<file path="src/rtl/hazard_scoreboard_pkg.sv">
// Shared types for the hazard scoreboard: instruction class, register address width, entry record.
// Purely declarative; no latency or backpressure of its own.
package hazard_scoreboard_pkg;
  localparam int REG_ADDR_W = 5;
  localparam int SB_CNT_W   = 3;

  typedef enum logic [1:0] {
    CLS_ALU  = 2'b00,
    CLS_LOAD = 2'b01,
    CLS_LONG = 2'b10
  } id_class_e;

  typedef struct packed {
    logic                pend;
    logic                long_op;
    logic [SB_CNT_W-1:0] cnt;
  } sb_entry_t;

  // Encoding 2'b11 is reserved and behaves as a plain ALU op.
  function automatic id_class_e decode_class(input logic [1:0] raw);
    case (raw)
      2'b01:   return CLS_LOAD;
      2'b10:   return CLS_LONG;
      default: return CLS_ALU;
    endcase
  endfunction
endpackage

</file>
<file path="src/rtl/hazard_scoreboard_if.sv">
// ID-stage / long-unit side of the scoreboard; master drives the instruction and completion, slave answers.
// Combinational answers (stall, issue) are valid in the same cycle as the request.
interface hazard_scoreboard_if #(parameter int NUM_REGS = 32);
  import hazard_scoreboard_pkg::*;

  logic                  id_valid;
  logic [REG_ADDR_W-1:0] id_rs1;
  logic                  id_rs1_used;
  logic [REG_ADDR_W-1:0] id_rs2;
  logic                  id_rs2_used;
  logic [REG_ADDR_W-1:0] id_rd;
  logic                  id_we;
  logic [1:0]            id_class;
  logic                  ext_hold;
  logic                  lc_done;
  logic [REG_ADDR_W-1:0] lc_rd;
  logic                  stall;
  logic                  issue;
  logic [NUM_REGS-1:0]   pending_vec;
  logic                  long_busy;
  logic                  err_orphan_done;

  modport master (
    output id_valid, id_rs1, id_rs1_used, id_rs2, id_rs2_used, id_rd, id_we, id_class,
    output ext_hold, lc_done, lc_rd,
    input  stall, issue, pending_vec, long_busy, err_orphan_done
  );

  modport slave (
    input  id_valid, id_rs1, id_rs1_used, id_rs2, id_rs2_used, id_rd, id_we, id_class,
    input  ext_hold, lc_done, lc_rd,
    output stall, issue, pending_vec, long_busy, err_orphan_done
  );
endinterface

</file>
<file path="src/rtl/hazard_scoreboard_sb_entry.sv">
// One register's scoreboard entry: set on issue, counts a load down, cleared by long-op completion.
// State updates one edge after the request; no backpressure (caller has already resolved hazards).
module sb_entry
  import hazard_scoreboard_pkg::*;
(
  input  logic                clk,
  input  logic                rst_n,
  input  logic                set_en,
  input  id_class_e           set_cls,
  input  logic [SB_CNT_W-1:0] load_cnt,
  input  logic                done_clr,
  output sb_entry_t           ent
);
  sb_entry_t ent_d, ent_q;

  always_comb begin
    ent_d = ent_q;
    if (set_en) begin
      // A new write to this register always wins over a completion on the same edge.
      case (set_cls)
        CLS_LOAD: ent_d = '{pend: 1'b1, long_op: 1'b0, cnt: load_cnt};
        CLS_LONG: ent_d = '{pend: 1'b1, long_op: 1'b1, cnt: '0};
        default:  if (!ent_q.long_op || done_clr) ent_d = '0;
      endcase
    end else if (done_clr) begin
      ent_d = '0;
    end else if (ent_q.pend && !ent_q.long_op) begin
      if (ent_q.cnt != '0) ent_d.cnt = ent_q.cnt - 1'b1;
      else                 ent_d     = '0;
    end
  end

  always_ff @(posedge clk or negedge rst_n) begin
    if (!rst_n) ent_q <= '0;
    else        ent_q <= ent_d;
  end

  assign ent = ent_q;
endmodule

</file>
<file path="src/rtl/hazard_scoreboard.sv">
// Scoreboard of in-flight register writes; raises combinational stall for RAW/WAW/long-unit-busy.
// Zero-latency stall/issue; ext_hold suppresses issue. Optional SCOREBOARD_DONE_BYPASS_EN releases in the done cycle.
module hazard_scoreboard
  import hazard_scoreboard_pkg::*;
#(
  parameter int NUM_REGS   = 32,
  parameter int LOAD_STALL = 1,
  parameter int CNT_W      = SB_CNT_W
) (
  input logic clk,
  input logic rst_n,
  hazard_scoreboard_if.slave sb
);
  if (CNT_W != SB_CNT_W || LOAD_STALL >= (1 << CNT_W)) begin : g_cfg_err
    $error("hazard_scoreboard: unsupported CNT_W/LOAD_STALL combination");
  end

  localparam logic [SB_CNT_W-1:0] LOAD_CNT = SB_CNT_W'(LOAD_STALL);

  sb_entry_t ent [NUM_REGS];
  id_class_e cls;
  logic      done_match, byp_rs1, byp_rs2, byp_rd;
  logic      raw_1, raw_2, waw, struct_haz, stall_w, issue_w;
  logic      long_busy_d, long_busy_q, err_d, err_q;

  assign ent[0] = '0;

  for (genvar r = 1; r < NUM_REGS; r++) begin : g_ent
    sb_entry u_ent (
      .clk      (clk),
      .rst_n    (rst_n),
      .set_en   (issue_w && sb.id_we && (sb.id_rd == REG_ADDR_W'(r))),
      .set_cls  (cls),
      .load_cnt (LOAD_CNT),
      .done_clr (done_match && (sb.lc_rd == REG_ADDR_W'(r))),
      .ent      (ent[r])
    );
  end

  for (genvar r = 0; r < NUM_REGS; r++) begin : g_pvec
    assign sb.pending_vec[r] = ent[r].pend;
  end

  assign cls        = decode_class(sb.id_class);
  assign done_match = sb.lc_done && (sb.lc_rd != '0) && ent[sb.lc_rd].pend && ent[sb.lc_rd].long_op;

`ifdef SCOREBOARD_DONE_BYPASS_EN
  // The long unit's output bypass supplies the result in the done cycle itself.
  assign byp_rs1 = done_match && (sb.lc_rd == sb.id_rs1);
  assign byp_rs2 = done_match && (sb.lc_rd == sb.id_rs2);
  assign byp_rd  = done_match && (sb.lc_rd == sb.id_rd);
`else
  assign byp_rs1 = 1'b0;
  assign byp_rs2 = 1'b0;
  assign byp_rd  = 1'b0;
`endif

  always_comb begin
    raw_1 = sb.id_rs1_used && (sb.id_rs1 != '0) && ent[sb.id_rs1].pend &&
            (ent[sb.id_rs1].long_op || ent[sb.id_rs1].cnt != '0) && !byp_rs1;
    raw_2 = sb.id_rs2_used && (sb.id_rs2 != '0) && ent[sb.id_rs2].pend &&
            (ent[sb.id_rs2].long_op || ent[sb.id_rs2].cnt != '0) && !byp_rs2;
    waw   = sb.id_we && (sb.id_rd != '0) && ent[sb.id_rd].pend && ent[sb.id_rd].long_op && !byp_rd;
    // A completing long op frees the unit for a new LONG in the same cycle.
    struct_haz = (cls == CLS_LONG) && long_busy_q && !sb.lc_done;
    stall_w    = sb.id_valid && (raw_1 || raw_2 || waw || struct_haz);
    issue_w    = sb.id_valid && !stall_w && !sb.ext_hold;

    long_busy_d = long_busy_q;
    if (issue_w && cls == CLS_LONG) long_busy_d = 1'b1;
    else if (done_match)            long_busy_d = 1'b0;
    err_d = err_q || (sb.lc_done && !done_match);
  end

  always_ff @(posedge clk or negedge rst_n) begin
    if (!rst_n) begin
      long_busy_q <= 1'b0;
      err_q       <= 1'b0;
    end else begin
      long_busy_q <= long_busy_d;
      err_q       <= err_d;
    end
  end

  assign sb.stall           = stall_w;
  assign sb.issue           = issue_w;
  assign sb.long_busy       = long_busy_q;
  assign sb.err_orphan_done = err_q;
endmodule

</file>
<file path="src/flat_wrapper.sv">
// flat-port wrapper written by rule: the top's interface ports become plain ports
module hazard_scoreboard_flat import hazard_scoreboard_pkg::*;
#(
  parameter int NUM_REGS   = 32,
  parameter int LOAD_STALL = 1,
  parameter int CNT_W      = SB_CNT_W
)
  (clk, rst_n, sb_id_valid, sb_id_rs1, sb_id_rs1_used, sb_id_rs2, sb_id_rs2_used, sb_id_rd, sb_id_we, sb_id_class, sb_ext_hold, sb_lc_done, sb_lc_rd, sb_stall, sb_issue, sb_pending_vec, sb_long_busy, sb_err_orphan_done);
  hazard_scoreboard_if #(.NUM_REGS(NUM_REGS)) sb_i ();
  input logic clk;
  input logic rst_n;
  input wire logic [$bits(sb_i.id_valid)-1:0] sb_id_valid;
  input wire logic [$bits(sb_i.id_rs1)-1:0] sb_id_rs1;
  input wire logic [$bits(sb_i.id_rs1_used)-1:0] sb_id_rs1_used;
  input wire logic [$bits(sb_i.id_rs2)-1:0] sb_id_rs2;
  input wire logic [$bits(sb_i.id_rs2_used)-1:0] sb_id_rs2_used;
  input wire logic [$bits(sb_i.id_rd)-1:0] sb_id_rd;
  input wire logic [$bits(sb_i.id_we)-1:0] sb_id_we;
  input wire logic [$bits(sb_i.id_class)-1:0] sb_id_class;
  input wire logic [$bits(sb_i.ext_hold)-1:0] sb_ext_hold;
  input wire logic [$bits(sb_i.lc_done)-1:0] sb_lc_done;
  input wire logic [$bits(sb_i.lc_rd)-1:0] sb_lc_rd;
  output wire logic [$bits(sb_i.stall)-1:0] sb_stall;
  output wire logic [$bits(sb_i.issue)-1:0] sb_issue;
  output wire logic [$bits(sb_i.pending_vec)-1:0] sb_pending_vec;
  output wire logic [$bits(sb_i.long_busy)-1:0] sb_long_busy;
  output wire logic [$bits(sb_i.err_orphan_done)-1:0] sb_err_orphan_done;
  assign sb_i.id_valid = sb_id_valid;
  assign sb_i.id_rs1 = sb_id_rs1;
  assign sb_i.id_rs1_used = sb_id_rs1_used;
  assign sb_i.id_rs2 = sb_id_rs2;
  assign sb_i.id_rs2_used = sb_id_rs2_used;
  assign sb_i.id_rd = sb_id_rd;
  assign sb_i.id_we = sb_id_we;
  assign sb_i.id_class = sb_id_class;
  assign sb_i.ext_hold = sb_ext_hold;
  assign sb_i.lc_done = sb_lc_done;
  assign sb_i.lc_rd = sb_lc_rd;
  assign sb_stall = sb_i.stall;
  assign sb_issue = sb_i.issue;
  assign sb_pending_vec = sb_i.pending_vec;
  assign sb_long_busy = sb_i.long_busy;
  assign sb_err_orphan_done = sb_i.err_orphan_done;
  hazard_scoreboard #(.NUM_REGS(NUM_REGS), .LOAD_STALL(LOAD_STALL), .CNT_W(CNT_W)) u_core (.clk(clk), .rst_n(rst_n), .sb(sb_i));
endmodule
</file>
<file path="config.mk">
export PLATFORM = sky130hd
export DESIGN_NAME = hazard_scoreboard_flat
export DESIGN_NICKNAME = d
export VERILOG_FILES = /design/src/rtl/hazard_scoreboard_pkg.sv /design/src/rtl/hazard_scoreboard_if.sv /design/src/rtl/hazard_scoreboard_sb_entry.sv /design/src/rtl/hazard_scoreboard.sv /design/src/flat_wrapper.sv
export SDC_FILE = /design/constraint.sdc
export NUM_CORES = 1
export LEC_CHECK = 0
export ABC_AREA = 1
export BUFFER_PORTS_ARGS = -buffer_cell sky130_fd_sc_hd__buf_2
export CORE_ASPECT_RATIO = 0.9
export CORE_MARGIN = 5
export CORE_UTILIZATION = 40
export DETAILED_ROUTE_END_ITERATION = 6
export GPL_ROUTABILITY_DRIVEN = 0
export PLACE_DENSITY = 0.54
export REMOVE_ABC_BUFFERS = 1
export SKIP_LAST_GASP = 1
export SLEW_MARGIN = 20
export SYNTH_ARGS = -nofsm -noshare
export SYNTH_HDL_FRONTEND = slang
export SYNTH_SLANG_ARGS = --single-unit
</file>
<file path="constraint.sdc">
create_clock -name clk -period 2.9 [get_ports clk]
set_input_delay 0.435 -clock clk [delete_from_list [all_inputs] [get_ports clk]]
set_output_delay 0.435 -clock clk [all_outputs]
set_load 0.01 [all_outputs]
</file>
# Word level (Yosys, flattened, before mapping)
# Index checks and enable logic that the tools add are counted.
dict set report word_totals {
  ram_bits 0
  reg_bits 157
  rom_bits 0
  word_cells 810
  memories 0
  latchBits 0
}
dict set report classes {
  reduce_logical 316
  div 0
  shift 0
  n_bitwise 4
  mul 0
  eq_ne 128
  magnitude_cmp 4
  addsub 31
  mux 232
}
# op n
set ops {}
lappend ops {{$mux 5} 132}
lappend ops {{$pmux 5 s2} 31}
lappend ops {{$reduce_bool 3->1} 64}
lappend ops {{$eq 5x5->1 const B} 32}
lappend ops {{$logic_and 1x1->1} 113}
lappend ops {{$bmux 5 s5} 4}
lappend ops {{$mux 3} 31}
lappend ops {{$ne 3x3->1 const B} 31}
lappend ops {{$reduce_and 3->1} 31}
lappend ops {{$sub 3x1->3 const B} 31}
lappend ops {{$ne 4x1->1 const B} 22}
lappend ops {{$eq 5x4->1 const B} 16}
lappend ops {{$mux 2} 31}
lappend ops {{$reduce_and 2->1} 31}
lappend ops {{$eq 5x3->1 const B} 8}
lappend ops {{$logic_or 1x1->1} 37}
lappend ops {{$ne 4x2->1 const B} 9}
lappend ops {{$logic_not 1->1} 35}
lappend ops {{$ge 6x6->1 const B} 4}
lappend ops {{$not 5->6} 4}
lappend ops {{$eq 5x2->1 const B} 4}
lappend ops {{$reduce_bool 5->1} 4}
lappend ops {{$eq 5x1->1 const B} 2}
lappend ops {{$eq 2x1->1 const B} 2}
lappend ops {{4 further kinds} 6}

# Longest topological paths before layout
# Gate-level depths: netlist of the first run.
dict set report logic_depth {
  depth_word 18
  mapped_depth 25
  ltp_nobuf 22
}

# By module
# From an unflattened synthesis of the first run, not the netlist that was laid out.
dict set report hier_totals {
  hier_cells 2690
  hier_area_um2 15926.5
}
# mod cells_each n_inst area_per_inst_um2 seq_area_each_um2
set by_module_without_submodules {}
lappend by_module_without_submodules {sb_entry 57 31 380.4 125.1}
lappend by_module_without_submodules {hazard_scoreboard 923 1 4135.2 50.0}

# Worst setup path after synthesis of the first run
# No wires, ideal clock.
dict set report synth_timing {
  path_kind {input to register}
  from {input sb_id_rd[0]}
  to {register u_core.g_ent[18].u_ent.ent_q, in the netlist u_core.g_ent[18].u_ent.ent[0]}
  t_arrival_ps 2368
  path_slack_ps 416
  setup_time_ps 117
  path_stages 23
  path_buffers 4
  path_cell_list {buf_4 inv_2 buf_6 buf_6 nand3_1 nand2_1 nor2_1 nor2_1 nor2_1 nand2_1 nand2_1 nand2_1 nand3_1 nand2_1 nor2_1 nand4_4 buf_6 nor2_4 nand2_1 nand2_2 inv_1 nand2_1 nand2_1}
}
dict set report synth_between {
  elab_chain_cells 16
  elab_cells_between_ends 21
  cone_classes {eq/ne: 2; mux: 4; bitwise: 1; reduce/logical: 14}
}
# item line
set synth_rtl {}
lappend synth_rtl {{start, declared} flat_wrapper.sv:17} ;# input wire logic [$bits(sb_i.id_rd)-1:0] sb_id_rd;
lappend synth_rtl {{$not 5->6 (implied by the code)} hazard_scoreboard.sv:63} ;# waw = sb.id_we && (sb.id_rd != '0) && ent[sb.id_rd].pend && ent[sb.id_rd].long_op && !byp_rd;
lappend synth_rtl {{$bmux 5 s5} hazard_scoreboard.sv:63}
lappend synth_rtl {{$mux 5 (implied by the code) (2 in a row)} hazard_scoreboard.sv:63}
lappend synth_rtl {{$logic_and 1x1->1 (2 in a row)} hazard_scoreboard.sv:63}
lappend synth_rtl {{$logic_or 1x1->1 (2 in a row)} hazard_scoreboard.sv:66} ;# stall_w = sb.id_valid && (raw_1 || raw_2 || waw || struct_haz);
lappend synth_rtl {{$logic_and 1x1->1} hazard_scoreboard.sv:66}
lappend synth_rtl {{$logic_not 1->1} hazard_scoreboard.sv:67} ;# issue_w = sb.id_valid && !stall_w && !sb.ext_hold;
lappend synth_rtl {{$logic_and 1x1->1 (2 in a row)} hazard_scoreboard.sv:67}
lappend synth_rtl {{$logic_and 1x1->1} hazard_scoreboard.sv:32} ;# .set_en (issue_w && sb.id_we && (sb.id_rd == REG_ADDR_W'(r))),
lappend synth_rtl {{$logic_and 1x1->1 *} hazard_scoreboard.sv:32}
lappend synth_rtl {{$ne 4x1->1 (no source line) / $reduce_bool 3->1 (equally long branches)} -}
lappend synth_rtl {{$reduce_and 2->1 (no source line)} -}
lappend synth_rtl {{end signal, assigned} hazard_scoreboard_sb_entry.sv:35} ;# else ent_q <= ent_d;
lappend synth_rtl {{end, declared} hazard_scoreboard_sb_entry.sv:14} ;# sb_entry_t ent_d, ent_q;
# Mark *: on every way between the ends. The rest lies on a longest branch, timed or not. The select of a mux whose other input is x is not followed.
# A chain may end at the register's enable or synchronous reset.

# Worst setup path in the final report of the first run
dict set report layout_timing {
  from {register u_core.g_ent[21].u_ent.ent_q, in the netlist u_core.g_ent[21].u_ent.ent[0]}
  to {output sb_issue}
}
dict set report layout_between {
  elab_chain_cells 13
  elab_cells_between_ends 19
  cone_classes {mux: 6; reduce/logical: 13}
}
# item line
set layout_rtl {}
lappend layout_rtl {{start, declared} hazard_scoreboard_sb_entry.sv:14}
lappend layout_rtl {{start signal, assigned} hazard_scoreboard_sb_entry.sv:35}
lappend layout_rtl {{$bmux 5 s5 (on tied branches)} {hazard_scoreboard.sv:60, hazard_scoreboard.sv:62}}
lappend layout_rtl {{$mux 5 (on tied branches) (2 in a row)} -}
lappend layout_rtl {{$reduce_bool 3->1 (on tied branches)} {hazard_scoreboard.sv:60, hazard_scoreboard.sv:62}}
lappend layout_rtl {{$logic_or 1x1->1 (on tied branches)} {hazard_scoreboard.sv:60, hazard_scoreboard.sv:62}}
lappend layout_rtl {{$logic_and 1x1->1 (on tied branches)} {hazard_scoreboard.sv:59, hazard_scoreboard.sv:61}}
lappend layout_rtl {{$logic_or 1x1->1 * (3 in a row)} hazard_scoreboard.sv:66}
lappend layout_rtl {{$logic_and 1x1->1 *} hazard_scoreboard.sv:66}
lappend layout_rtl {{$logic_not 1->1 *} hazard_scoreboard.sv:67}
lappend layout_rtl {{$logic_and 1x1->1 * (2 in a row)} hazard_scoreboard.sv:67}
lappend layout_rtl {{end, declared} flat_wrapper.sv:24} ;# output wire logic [$bits(sb_i.issue)-1:0] sb_issue;
# Marks and branches as above.

==> qor.yml, run 1 <==
dr.pass1.iters: 6
insertion_delay_ps: 480
hold_path_class: "input port to flop"
cp.required_ps: 2470
min_to: "u_core.sb.err_orphan_done$_DFF_PN0_"
max_freq_mhz: 356
fin_crit_sh_pct: 96.7
yosysTopAreaCell: "dfrtp_1"
critPathKind: "flop to primary output"
maxCapViolCount: 0
detail-route-antenna-nets: 0
fin_setup_tns_ps: 0
die_h_um: 190
via_per_inst: 5.37
finClkSkew_ps: 20.3
coreArea_um2: 35900
syn_area_per_cell_um2: 6.04
io_pins: 66
layout.nets: 2730
wirelength_um: 58700
die-area_um2: 40100
setup_viol: 0
cts_tree: "built"
min_path_cells: 3
clkSlewWorstSetupHoldPaths_ps: 70
ff2ff_setup_slack_ps: 150
htree_num_levels: 4
status: "complete, no violations"
wl_per_cell_um: 18.8
instances_no_fill: 3124
cts_buffer_depth: 2
syn_area_um2: 14500
ctsRootBufferMaster: "clkbuf_16"
port_buffers: 64
antenna_cells: 0
yosysSeqAreaShare_pct: 27.2
dp_slack_ps: -469
layout-drive-gt1-share_pct: 19.4
worst_pin_slew_ps: 797
grt_pass1_vias: 15437
startpoint_type: "flop"
cts_buffers: 17
antenna_found_initial: 0
hpwl_um: 44500
ys_types: 34
area_growth_pct: 23.4
gr-total-overflow: 0
final.setup.worst_slack_ps: 94.3
ys_top_cells_by_area: "dfrtp_1 27%, nand2_1 22%, nand3_1 8.5%"
arrival_ps: 2370
syn_inst: 2397
maxSlewViolCount: 0
yosysTopAreaCellShare_pct: 27.2
r2r_cells: 18
topRoutingLayerUsed: "met4"
holdCritStartpoint: "sb_lc_done"
slew_headroom_pct: 46.8
leakagePower_nw: 9.14
wl_met1_um: 25600
start_util_pct: 40.3
placed_cells: 3056
grt_usage_pct: 28.8
vdd_drop_max_mv: 0.393
ys_warn_count: 0
period_minus_slack_ps: 2810
end_kind: "primary output"
die_w_um: 210
powerDensity_nw_per_um2: 454
grt_pass1_wl_um: 89100
reg2reg_to: "u_core.g_ent[29].u_ent.ent[1]$_DFFE_PN0P_"
drc_errors: 0
hold_viol: 0
fp-row-count: 66
drt_iter0_markers: 1590
critical_path.max_fanout: 4
synth_seq_cells: 157
cts_sinks: 157
wl_met3_um: 5520
wl_met2_um: 25200
vias: 16781
grt_max_degree: 65
fillCellCount: 3769
timing.rr.start: "u_core.g_ent[16].u_ent.ent[4]$_DFFE_PN0P_"
## power breakdown
part | leakage (nW) | internal [mW] | switching [mW]
Sequential | 2.05 | 2.47 | 0.392
Combinational | 6.83 | 1.17 | 1.85
Clock | 0.253 | 1.23 | 0.995
## per-layer routing
metal  vias up  GRT usage [%]
met5         -              0
met3       130           7.70
met4         0           11.6
met2       699           43.8
li1       8089              -
met1      7863           39.0
## synth_stat cells
| library cell | number |
|---|---|
| a21oi_1 | 43 |
| a21oi_2 | 1 |
| a22o_1 | 1 |
| a22oi_1 | 2 |
| buf_1 | 3 |
| buf_2 | 30 |
| buf_4 | 42 |
| buf_6 | 8 |
| clkbuf_1 | 20 |
| clkinv_1 | 2 |
| conb_1 | 1 |
| dfrtp_1 | 157 |
| ha_1 | 65 |
| inv_1 | 302 |
| inv_2 | 4 |
| inv_4 | 1 |
| nand2_1 | 865 |
| nand2_2 | 10 |
| nand3_1 | 246 |
| nand3_2 | 23 |
| nand3b_1 | 13 |
| nand4_1 | 59 |
| nand4_4 | 1 |
| nor2_1 | 218 |
| nor2_2 | 9 |
| nor2_4 | 14 |
| nor3_1 | 73 |
| o211ai_1 | 24 |
| o21ai_0 | 117 |
| o21ai_1 | 20 |
| o21bai_1 | 1 |
| o22ai_1 | 18 |
| o31ai_1 | 1 |
| or2_2 | 3 |
## layout make-up
class	instances	area, um^2	area share (%)
Sequential cell	157	3970	22.3
Inverter	309	1170	6.55
Tap cell	476	596	3.34
Clock buffer	24	472	2.64
Multi-Input combinational cell	1828	8970	50.2
Clock inverter	8	85.1	0.477
Timing Repair Buffer	322	2590	14.5
## critical path, stage by stage (launching register included)
cell and delay, ps:
dfrtp_1 400, inv_1 80, nand2_1 100, nor2_2 210, nor2_1 70, nor2_1 100
nand3_1 110, nand3_1 100, nand3_1 120, nand3_2 120, nand3_2 100, nor2_4 140
buf_12 130, buf_2 130
## state kept, by name, indices dropped and copies added (netlist names)
signal	flops
u_core.g_ent.u_ent.ent	155
u_core.sb.err_orphan_done	1
u_core.sb.long_busy	1
## kinds of logic (layout without fill, tap and decap cells)
logic type                 after synthesis  in the layout  share of synthesized area (%)
AOI/OAI and AO/OA                      228            228                           8.58
adders and majority gates               65             65                           5.62
buffers and inverters                  412            663                           12.5
DFF                                    157            157                           27.2
other                                    1              1                         0.0259
and+or+nand+nor                       1534           1534                           46.1
## through the flow
| stage | power [mW] | util (%) | hold WS (ps) | area (um^2) |
|---|---|---|---|---|
| final | 8.11 | 49.7 | 431 | 17900 |
| after global routing | 8.65 | 49.7 | 430 | 17900 |
| after CTS | 7.91 | 48.3 | 391 | 17300 |
| after detailed placement | 5.60 | 46.5 | 389 | 16700 |
| after global placement | 5.56 | 46.5 | 386 | 16700 |
| after floorplan | 4.49 | - | 139 | 13800 |
## cell usage in the layout (no fill, tap or decap), types with 4 or more instances in the layout
cell type / n
nand2_1: 858
inv_1: 288
nand3_1: 233
buf_4: 230
nor2_1: 187
dfrtp_1: 122
o21ai_0: 113
nor3_1: 73
ha_1: 65
buf_2: 63
nand4_1: 59
a21oi_1: 43
nand3_2: 35
dfrtp_2: 35
nor2_2: 28
nor2_4: 26
o211ai_1: 24
o21ai_1: 23
buf_12: 23
o22ai_1: 18
nand2_2: 17
clkbuf_16: 17
inv_2: 16
nand3b_1: 13
clkinvlp_4: 6
clkbuf_1: 5
buf_6: 4
## timing repair
action | 4_1_cts | 5_1_grt
cloned | 1 | 0
pin swaps | 1 | 15
resized for setup | 7 | 116
buffers inserted | 4 | 30
endpoints found under the hold margin | 36 | 0
hold buffers | 1 | 0
endpoints found under the setup margin | 5 | 155
## worst max-delay path by stage
stage,start,end,slack (ps),cells past startpoint
global placement,sb_id_rs1[0],u_core.g_ent[22].u_ent.ent[1]$_DFFE_PN0P_,-480,20
floorplan,sb_id_rs1[0],u_core.g_ent[27].u_ent.ent[2]$_DFFE_PN0P_,-150,18
global route,u_core.g_ent[17].u_ent.ent[1]$_DFFE_PN0P_,u_core.g_ent[10].u_ent.ent[4]$_DFFE_PN0P_,-80,18
finish,u_core.g_ent[21].u_ent.ent[0]$_DFFE_PN0P_,sb_issue,90,13
detailed placement,sb_id_rs1[0],u_core.g_ent[22].u_ent.ent[2]$_DFFE_PN0P_,-470,20
CTS,u_core.g_ent[17].u_ent.ent[0]$_DFFE_PN0P_,sb_issue,-40,13
No activity file was read; power rests on OpenSTA's default activity.
==> run 2: changes to the inputs <==
- ABC_AREA: 1 -> not set
==> run 2 against run 1 <==
- the run now ends with negative setup slack left
- clock skew is 6.2 ps lower
- critical endpoint is now sb_stall
- first-iteration DRC count is 9.1% lower
- setup slack worse by 760 ps
==> qor.yml, run 2 <==
instances_no_fill: 2317  # -26%
cts_tree: "built"
grt_usage_pct: 28.7  # -0.092 points
synth-compound-area-share_pct: 22.5  # +14 points
layout.nets: 1984  # -27%
gr-total-overflow: 0  # unchanged
dp_slack_ps: -650  # -181 ps
critPathKind: "flop to primary output"
wl_met1_um: 22100  # -14%
synthAdderAreaFrac_pct: 6.33  # +0.71 points
wirelength_um: 52200  # -11%
postLayoutCellArea_um2: 18000  # +0.73%
end_kind: "primary output"
r2r_cells: 11  # -7
topRoutingLayerUsed: "met4"
placed_area_um2: 16100  # -3.6%
finClkSkew_ps: 14.0  # -6.23 ps
critical_path.max_fanout: 2  # -2
layout-drive-gt1-share_pct: 37.6  # +18 points
maxCapViolCount: 0  # unchanged
synth_common_cells: "163 x nand2_1, 157 x dfrtp_1, 110 x inv_1, 89 x o21ai_0, 80 x nor2_1"
synth-edff-count: 0  # unchanged
ff2ff_setup_slack_ps: -660  # -810 ps
crit_start: "u_core.g_ent[6].u_ent.ent[1]$_DFFE_PN0P_"
yosysSeqAreaShare_pct: 30.6  # +3.4 points
htree_num_levels: 4  # unchanged
die_h_um: 180  # -5.5%
die-area_um2: 35800  # -11%
wl_met3_um: 4370  # -21%
final_cell_mix: "382 x buf_4, 162 x nand2_1, 157 x dfrtp_1, 110 x inv_1, 75 x o21ai_0"
io_pins: 66  # unchanged
antenna_cells: 0  # unchanged
yosysTopAreaCell: "dfrtp_1"
drc_errors: 0  # unchanged
area_growth_pct: 40.0
timing.rr.start: "u_core.g_ent[6].u_ent.ent[1]$_DFFE_PN0P_"
yosys.area_share.xor_xnor_pct: 0  # unchanged
antenna_found_initial: 0  # unchanged
ctsRootBufferMaster: "clkbuf_16"
via_per_inst: 6.02  # +12%
fin_crit_sh_pct: 123  # +26 points
min_to: "u_core.sb.err_orphan_done$_DFF_PN0_"
slowest_stage: "or4_4"
period_minus_slack_ps: 3560  # +756 ps
max_freq_mhz: 281  # -21%
yosys.area_share.simple_pct: 23.7  # -22 points
fp-row-count: 62  # -6.1%
detail-route-antenna-nets: 0  # unchanged
synth_seq_cells: 157  # unchanged
grt_pass1_vias: 13731  # -11%
cts_buffer_depth: 2  # unchanged
wl_per_cell_um: 22.5  # +20%
ys_types: 88  # +160%
port_buffers: 64  # unchanged
ys_warn_count: 0  # unchanged
slew_headroom_pct: 20.5  # -26 points
final.setup.worst_slack_ps: -662  # -756 ps
vdd_drop_max_mv: 0.461  # +17%
hpwl_um: 38500  # -13%
vias: 13957  # -17%
syn_inst: 1486  # -38%
worst_path_most_repeated_cell: "buf_6"
utilization_pct: 56.5  # +6.8 points
grt_max_degree: 61  # -6.2%
min_path_cells: 4  # +1
clkSlewWorstSetupHoldPaths_ps: 70  # about the same
die_w_um: 199  # -5.5%
synth-main-ff-cell: "dfrtp_1"
startpoint_type: "flop"
wl_met2_um: 23300  # -7.7%
maxSlewViolCount: 0  # unchanged
leakagePower_nw: 8.18  # -10%
power_mw: 9.23  # +14%
synth_mux_area_share_pct: 9.38  # +9.4 points
yosysTopAreaCellShare_pct: 30.6  # +3.4 points
grt_pass1_wl_um: 80500  # -9.7%
setup_viol: 158  # +158
hold_viol: 0  # unchanged
hold_slack_ps: 406  # -24.6 ps
cts_buffers: 17  # unchanged
insertion_delay_ps: 450  # -30 ps
placed_cells: 2246  # -27%
max_stage_delay_ps: 540  # +140 ps
largest_reg_flops: 155  # unchanged
ys_top_cells_by_area: "dfrtp_1 31%, ha_1 6.3%, mux4_2 5.3%"
final_common_cell: "buf_4"
hold_path_class: "input port to flop"
reg2reg_to: "u_core.g_ent[17].u_ent.ent[2]$_DFFE_PN0P_"
rsz0062_at_grt: "yes"
path_cells: "or4_4 > mux4_2 > or3b_1 > nand4b_1 > a31o_4 > o211ai_4 > buf_12 > buf_6 > and2_4 > buf_6"
coreArea_um2: 31800  # -11%
synth_top_family_by_area: "simple AND/OR/NAND/NOR gates"
syn_area_um2: 12800  # -11%
status: "complete, but fails checks"
start_util_pct: 40.4  # +0.098 points
fin_setup_tns_ps: -72980  # -72980 ps
powerDensity_nw_per_um2: 514  # +13%
worst_pin_slew_ps: 1190  # +394 ps
synth.most_common_cell: "nand2_1"
arrival_ps: 3130  # +760 ps
async_flop_share_pct: 100  # unchanged
violations: "negative setup slack"
dr.pass1.iters: 6  # unchanged
cp.required_ps: 2470  # about the same
cts_sinks: 157  # unchanged
holdCritStartpoint: "sb_lc_done"
fillCellCount: 2842  # -25%
drt_iter0_markers: 1446  # -9.1%
syn_area_per_cell_um2: 8.64  # +43%
[run 2: logic make-up (layout without fill, tap and decap cells)]
kind of cell,Yosys count,after routing
simple gates,573,573
fa+ha+maj,65,65
compound gates,398,398
mux,81,81
buf+inv,211,626
other cells,1,1
flops,157,157
[run 2: how the worst max path moves through the flow]
stage | endpoint | slack (ps)
final | sb_stall | -660
after global routing | sb_issue | -760
after CTS | sb_stall | -720
after detailed placement | u_core.g_ent[26].u_ent.ent[0]$_DFFE_PN0P_ | -650
after global placement | u_core.g_ent[17].u_ent.ent[2]$_DFFE_PN0P_ | -600
after floorplan | u_core.g_ent[1].u_ent.ent[0]$_DFFE_PN0P_ | -900
[run 2: power by group]
group | switching [mW] | internal, mW
Sequential | 0.303 | 2.62
Combinational | 2.04 | 1.96
Clock | 1.01 | 1.31
[run 2: cell type report]
| cell class | count | area (um^2) | share of cell area [%] |
|---|---|---|---|
| Clock inverter | 10 | 115 | 0.640 |
| Timing Repair Buffer | 485 | 3850 | 21.4 |
| Clock buffer | 21 | 460 | 2.56 |
| Tap cell | 416 | 520 | 2.89 |
| Multi-Input combinational cell | 1118 | 8700 | 48.4 |
| Sequential cell | 157 | 3930 | 21.8 |
| Inverter | 110 | 413 | 2.30 |
[run 2: timing repair]
action,in CTS,in global routing
cloned,6,0
buffers inserted,25,9
hold buffers,1,0
setup endpoints to repair,158,158
pin swaps,53,22
resized for setup,140,40
endpoints found under the hold margin,1,0
[run 2: critical path, delay by kind of cell, from the launching register on]
family | cells | cell delay, ps
flops | 1 | 380
mux | 1 | 510
compound gates | 2 | 280
buf+inv | 3 | 370
simple gates | 4 | 1150
[run 2: layer usage]
layer,GRT usage [%],vias up
met1,39.1,6908
met2,44.8,625
met4,10.6,0
met5,0,-
li1,-,6284
met3,6.36,140
